File: src/rtl/snack_pkg.sv
// Shared definitions for the snack dispenser: servo control codes and
// the dispense sequencer state encoding.
package snack_pkg;

  localparam logic [1:0] SERVO_STOP   = 2'b00;
  localparam logic [1:0] SERVO_PUSH   = 2'b01;
  localparam logic [1:0] SERVO_REVERT = 2'b10;

  typedef enum logic [2:0] {
    ST_IDLE     = 3'd0,
    ST_PUSH     = 3'd1,
    ST_SETTLE_A = 3'd2,
    ST_REVERT   = 3'd3,
    ST_SETTLE_B = 3'd4
  } seq_state_e;

endpackage

File: src/rtl/dispense_phase_timer.sv
// Loadable 32-bit phase down-counter; expired pulses for one cycle in the
// last cycle of a phase of length value (a value of 0 behaves like 1).
module dispense_phase_timer (
  input  logic        clk,
  input  logic        rst,
  input  logic        load,
  input  logic [31:0] value,
  output logic        expired
);

  logic [31:0] cnt_q, cnt_d;
  logic        armed_q, armed_d;

  always_comb begin
    cnt_d   = cnt_q;
    armed_d = armed_q;
    if (load) begin
      cnt_d   = (value == 32'd0) ? 32'd0 : value - 32'd1;
      armed_d = 1'b1;
    end else if (armed_q) begin
      if (cnt_q == 32'd0) armed_d = 1'b0;
      else                cnt_d   = cnt_q - 32'd1;
    end
  end

  always_ff @(posedge clk) begin
    if (rst) begin
      cnt_q   <= '0;
      armed_q <= 1'b0;
    end else begin
      cnt_q   <= cnt_d;
      armed_q <= armed_d;
    end
  end

  assign expired = armed_q && (cnt_q == 32'd0);

endmodule

File: src/rtl/dispense_sequencer.sv
// Runs PUSH -> SETTLE_A -> REVERT -> SETTLE_B servo cycles on one slot,
// one cycle per dispensed unit, holding every other slot at STOP.
//
// state       | meaning
// ST_IDLE     | ready for a command, all servos STOP
// ST_PUSH     | active slot pushing a unit out
// ST_SETTLE_A | STOP dwell after the push
// ST_REVERT   | active slot retracting
// ST_SETTLE_B | STOP dwell after retract; unit ends here
module dispense_sequencer
  import snack_pkg::*;
#(
  parameter int CLK_FREQ  = 50_000_000,
  parameter int NUM_SLOTS = 4,
  parameter int CNT_W     = 4,
  parameter int PUSH_MS   = 800,
  parameter int SETTLE_MS = 200,
  parameter int REVERT_MS = 800,
  localparam int SLOT_W   = $clog2(NUM_SLOTS)
) (
  input  logic                   clk,
  input  logic                   rst,
  input  logic                   cmd_valid,
  output logic                   cmd_ready,
  input  logic [SLOT_W-1:0]      cmd_slot,
  input  logic [CNT_W-1:0]       cmd_count,
  input  logic                   abort,
  output logic [2*NUM_SLOTS-1:0] servo_ctrl,
  output logic                   busy,
  output logic [CNT_W-1:0]       units_left,
  output logic                   done,
  output logic                   err
);

  localparam logic [31:0] PUSH_CYC   = 32'((CLK_FREQ / 1000) * PUSH_MS);
  localparam logic [31:0] SETTLE_CYC = 32'((CLK_FREQ / 1000) * SETTLE_MS);
  localparam logic [31:0] REVERT_CYC = 32'((CLK_FREQ / 1000) * REVERT_MS);
  localparam logic [SLOT_W:0] NUM_SLOTS_W = (SLOT_W + 1)'(NUM_SLOTS);

  seq_state_e             state_q, state_d;
  logic [SLOT_W-1:0]      slot_q, slot_d;
  logic [CNT_W-1:0]       units_q, units_d;
  logic                   abort_q, abort_d;
  logic                   done_q, done_d;
  logic                   err_q, err_d;
  logic [2*NUM_SLOTS-1:0] servo_ctrl_q, servo_ctrl_d;
  logic                   tmr_load;
  logic [31:0]            tmr_value;
  logic                   tmr_expired;
  logic                   cmd_bad;
  logic [1:0]             code_d;

  dispense_phase_timer u_timer (
    .clk     (clk),
    .rst     (rst),
    .load    (tmr_load),
    .value   (tmr_value),
    .expired (tmr_expired)
  );

  assign cmd_bad = {1'b0, cmd_slot} >= NUM_SLOTS_W;

  always_comb begin
    state_d   = state_q;
    slot_d    = slot_q;
    units_d   = units_q;
    abort_d   = abort_q;
    done_d    = 1'b0;
    err_d     = 1'b0;
    tmr_load  = 1'b0;
    tmr_value = PUSH_CYC;
    unique case (state_q)
      ST_IDLE: begin
        abort_d = 1'b0;
        if (cmd_valid) begin
          if (cmd_bad) begin
            done_d = 1'b1;
            err_d  = 1'b1;
          end else if (cmd_count == '0) begin
            done_d = 1'b1;
          end else begin
            state_d   = ST_PUSH;
            slot_d    = cmd_slot;
            units_d   = cmd_count;
            tmr_load  = 1'b1;
            tmr_value = PUSH_CYC;
          end
        end
      end
      ST_PUSH: begin
        // Abort mid-push retracts right away with a full revert phase.
        if (abort) begin
          abort_d   = 1'b1;
          state_d   = ST_REVERT;
          tmr_load  = 1'b1;
          tmr_value = REVERT_CYC;
        end else if (tmr_expired) begin
          state_d   = ST_SETTLE_A;
          tmr_load  = 1'b1;
          tmr_value = SETTLE_CYC;
        end
      end
      ST_SETTLE_A: begin
        if (abort) abort_d = 1'b1;
        if (tmr_expired) begin
          state_d   = ST_REVERT;
          tmr_load  = 1'b1;
          tmr_value = REVERT_CYC;
        end
      end
      ST_REVERT: begin
        if (abort) abort_d = 1'b1;
        if (tmr_expired) begin
          state_d   = ST_SETTLE_B;
          tmr_load  = 1'b1;
          tmr_value = SETTLE_CYC;
        end
      end
      ST_SETTLE_B: begin
        if (abort) abort_d = 1'b1;
        if (tmr_expired) begin
          if (abort_q || abort || units_q <= CNT_W'(1)) begin
            state_d = ST_IDLE;
            units_d = '0;
            done_d  = 1'b1;
            err_d   = abort_q || abort;
          end else begin
            state_d   = ST_PUSH;
            units_d   = units_q - CNT_W'(1);
            tmr_load  = 1'b1;
            tmr_value = PUSH_CYC;
          end
        end
      end
      default: state_d = ST_IDLE;
    endcase

    code_d = SERVO_STOP;
    if (state_d == ST_PUSH)   code_d = SERVO_PUSH;
    if (state_d == ST_REVERT) code_d = SERVO_REVERT;
    servo_ctrl_d = '0;
    for (int i = 0; i < NUM_SLOTS; i++) begin
      if (slot_d == SLOT_W'(i)) servo_ctrl_d[2*i +: 2] = code_d;
    end
  end

  always_ff @(posedge clk) begin
    if (rst) begin
      state_q      <= ST_IDLE;
      slot_q       <= '0;
      units_q      <= '0;
      abort_q      <= 1'b0;
      done_q       <= 1'b0;
      err_q        <= 1'b0;
      servo_ctrl_q <= '0;
    end else begin
      state_q      <= state_d;
      slot_q       <= slot_d;
      units_q      <= units_d;
      abort_q      <= abort_d;
      done_q       <= done_d;
      err_q        <= err_d;
      servo_ctrl_q <= servo_ctrl_d;
    end
  end

  assign cmd_ready  = (state_q == ST_IDLE) && !rst;
  assign busy       = (state_q != ST_IDLE);
  assign units_left = units_q;
  assign done       = done_q;
  assign err        = err_q;
  assign servo_ctrl = servo_ctrl_q;

endmodule

File: config.mk
export PLATFORM = sky130hd
export DESIGN_NAME = dispense_sequencer
export DESIGN_NICKNAME = d
export VERILOG_FILES = /design/src/rtl/snack_pkg.sv /design/src/rtl/dispense_phase_timer.sv /design/src/rtl/dispense_sequencer.sv
export SDC_FILE = /design/constraint.sdc
export NUM_CORES = 1
export LEC_CHECK = 0
export ABC_AREA = 1
export BUFFER_PORTS_ARGS = -buffer_cell sky130_fd_sc_hd__buf_4
export CAP_MARGIN = 40
export CORE_MARGIN = 1.5
export CORE_UTILIZATION = 50
export DETAILED_ROUTE_END_ITERATION = 10
export PLACE_DENSITY = 0.71
export SLEW_MARGIN = 10
export SYNTH_ARGS = -nofsm -noshare
export SYNTH_HDL_FRONTEND = slang
export SYNTH_SLANG_ARGS = --single-unit
File: constraint.sdc
create_clock -name clk -period 3.65 [get_ports clk]
set_input_delay 0.1825 -clock clk [delete_from_list [all_inputs] [get_ports clk]]
set_output_delay 0.1825 -clock clk [all_outputs]
set_load 0.02 [all_outputs]
==> reports/qor.txt <==
Status = finished, final reports clean
Synthesized Nets = 449
Hold Slack = 0.1503 ns
Fin Setup TNS = 0 ns
Fill count = 584
Buf/Inv on CP = 1
Number of enable flip-flop cells after synthesis = 0
Post-synthesis cell area = 3024 um2
CTS sink cnt = 53
MaxCap Viol Count = 0
Root buf cell = clkbuf_8
Most common cell after layout, fill and taps aside = nor2_1
CP max stage cell = nor2_4
I/O pin cnt = 26
Horiz. Die Dim = 80.77 um
Post-CTS sizing = 0
Worst-margin pin slew = 0.6348 ns
Slew headroom = 57.58%
Time the worst path needs with I/O delays and setup = 2.233 ns
RSZ-0062 raised after global routing = no
Most frequent cells in the layout = 89 x nor2_1, 72 x nand2_1, 53 x dfxtp_1
Cell breakdown of the critical path = nor2_1 -> nand2_1 -> nor2_2 -> nand2_2 -> nor2_4 -> nor2_4 -> inv_2 -> nand3_4 -> nand2_2 -> nor2_1 -> nor2_1
Cts hold-fix bufs = 0
Routed vias = 2907
Cell mode on critical path = nor2_1
CP max FO = 27
Initial antenna violation count = 0
Max-slew violations = 0
Initial Util = 51.38%
Pre-Repair DR Iteration Count = 5
Cell Pwr Density = 456.6 nW/um2
Seq. cell area = 1061 um2
Vias in the first global route = 2612
Multi-input gate area = 1763 um2
Synthesis Warnings = 0
Leak = 1.465 nW
Worst-path clk slew = 0.10 ns
Max incr delay on CP = 0.49 ns
CP delay by family, top = simple AND/OR/NAND/NOR gates
P&R area growth vs syn = 10.80%
Combinational Power Share = 32.7%
RePlAce Congestion = 0.9370
Clock power frac = 21.8%
Via/cell ratio = 5.434
Pint = 0.9360 mW
Fin cells = 535
GR Overflow Total = 0
Core ar. = 5886 um2
Routed WL = 7504 um
# DRC = 0
First-pass GRT wire length = 12290 um
CTS tree = yes
Dpl cells = 527
Drt wl/cell = 14.03 um
CP endpoint kind = register
Cell row count = 28
Clk buf depth = 2
Antenna cells = 0
Worst EP arrival = 2.45 ns
Crit Path Category = register to register
Switching portion of total power = 38.82%
Fmax = 447.9 MHz
CP startpoint kind = register
Largest net degree at the start of global routing = 28
Post-synthesis cell type count = 39
Final Skew = 0.007805 ns
CTS HTree Levels = 2
Tot GR Track Use = 24.44%
Post-CTS Setup Inserts = 0
Syn_area_per_cell = 6.952 um2
Layout Nets = 473
Chip height = 80.77 um
# setup viols final = 0
Min-Delay Path Class = primary input to register
DR iter-0 viols = 318
TritonCTS buffer count = 5
Async S/R FF share, synth = 0%
Post-route ant nets = 0
Sequential area share after synthesis = 35.08%
Maximum VDD drop = 0.2410 mV
Ys flop type = dfxtp_1
Syn Inst Count = 435
Tcrit/Tclk final = 61.17%
Layout cells sized above 1 = 15.22%
Clk_lat worst skew = 0.32 ns
Final hold vios = 0
NetSw = 0.5938 mW
Detail Placement HPWL = 5670 um
Flop pwr share = 45.4%
Die area = 6524 um2
Synth Register Bits = 53
IO buf count = 25
Required time of the critical path = 3.87 ns
layout make-up:
cell class,instances,share of cell area [%]
Sequential cell,53,31.67
Inverter,41,4.742
Multi-Input combinational cell,333,52.61
Clock buffer,5,2.054
Timing Repair Buffer,25,5.601
Tap cell,75,2.801
Clock inverter,3,0.5228
layer usage:
metal | vias up | track usage, % | share of wire [%]
met5 | - | 0 | 0
met4 | 0 | 7.931 | 1.7
met3 | 9 | 3.820 | 6.4
met2 | 92 | 42.02 | 48
met1 | 1336 | 31.31 | 44
li1 | 1470 | - | -
worst paths after layout:
kind	startpoint	end	slack, ns	cells past startpoint
setup / recovery	u_timer.cnt_q[20]	u_timer.cnt_q[9]	1.42	11
hold / removal	cmd_valid	done	0.15	3
setup reg to reg	u_timer.cnt_q[20]	u_timer.cnt_q[9]	1.42	11
hold reg to reg	u_timer.cnt_q[29]	u_timer.cnt_q[29]	0.51	2
synth_stat cells, types with 4 or more instances:
library cell  count  area share [%]
nand3_1          25             4.1
nor2_4            4             1.5
inv_1            36             4.5
o21ai_0          14             2.3
a21oi_1          22             3.6
nor2_1           89              11
nor3_1           13             2.2
nand4_1          20             4.1
nor2_2           11             2.3
nand2_4           4             1.5
clkbuf_1          4            0.50
xnor2_1           7             2.0
nand2_1          72             8.9
nand2_2           5             1.0
xor2_1           17             4.9
a31oi_1           4            0.83
dfxtp_1          53              35
ha_1              4             1.7
tightest hold or removal path, delay by kind of cell:
family / cells / cell delay [ns]
buffers and inverters: 1 / 0.11
AOI/OAI and AO/OA: 1 / 0.06
and+or+nand+nor: 1 / 0.07
per-stage QoR:
stage | cell area, um2 | worst slack, ns | total power [mW] | util, %
finish | 3351 | 1.417 | 1.530 | 56.93
global route | 3351 | 1.144 | 1.634 | 56.93
detailed placement | 3264 | 1.439 | 1.202 | 55.46
CTS | 3351 | 1.423 | 1.534 | 56.93
global placement | 3264 | 1.459 | 1.202 | 55.46
floorplan | 3024 | 1.761 | 1.081 | -
registers in the layout, indices dropped and copies added, names as in the netlist:
register / cells
units_left: 4
servo_ctrl: 8
u_timer.cnt_q: 32
state_q: 3
u_timer.armed_q: 1
err: 1
abort_q: 1
slot_q: 2
done: 1
logic make-up (layout without fill, tap and decap cells):
kind of cell	count (synthesis)	after routing	share of synthesized area, %
fa+ha+maj	4	4	1.655
mux	1	1	0.3310
flops	53	53	35.08
simple gates	255	255	40.01
buf+inv	49	74	6.619
xor+xnor	24	24	6.951
compound gates	49	49	9.351
power groups by stage:
| stage | clock [mW] | sequential [mW] | combinational (mW) |
|---|---|---|---|
| 2_1_floorplan | 0 | 0.702 | 0.379 |
| 4_1_cts | 0.342 | 0.694 | 0.498 |
| 3_5_place_dp | 0 | 0.707 | 0.496 |
| 3_3_place_gp | 0 | 0.707 | 0.495 |
| 5_1_grt | 0.364 | 0.703 | 0.567 |
| 6_report | 0.334 | 0.695 | 0.500 |
Note: power is estimated with default switching activity, not from simulation.
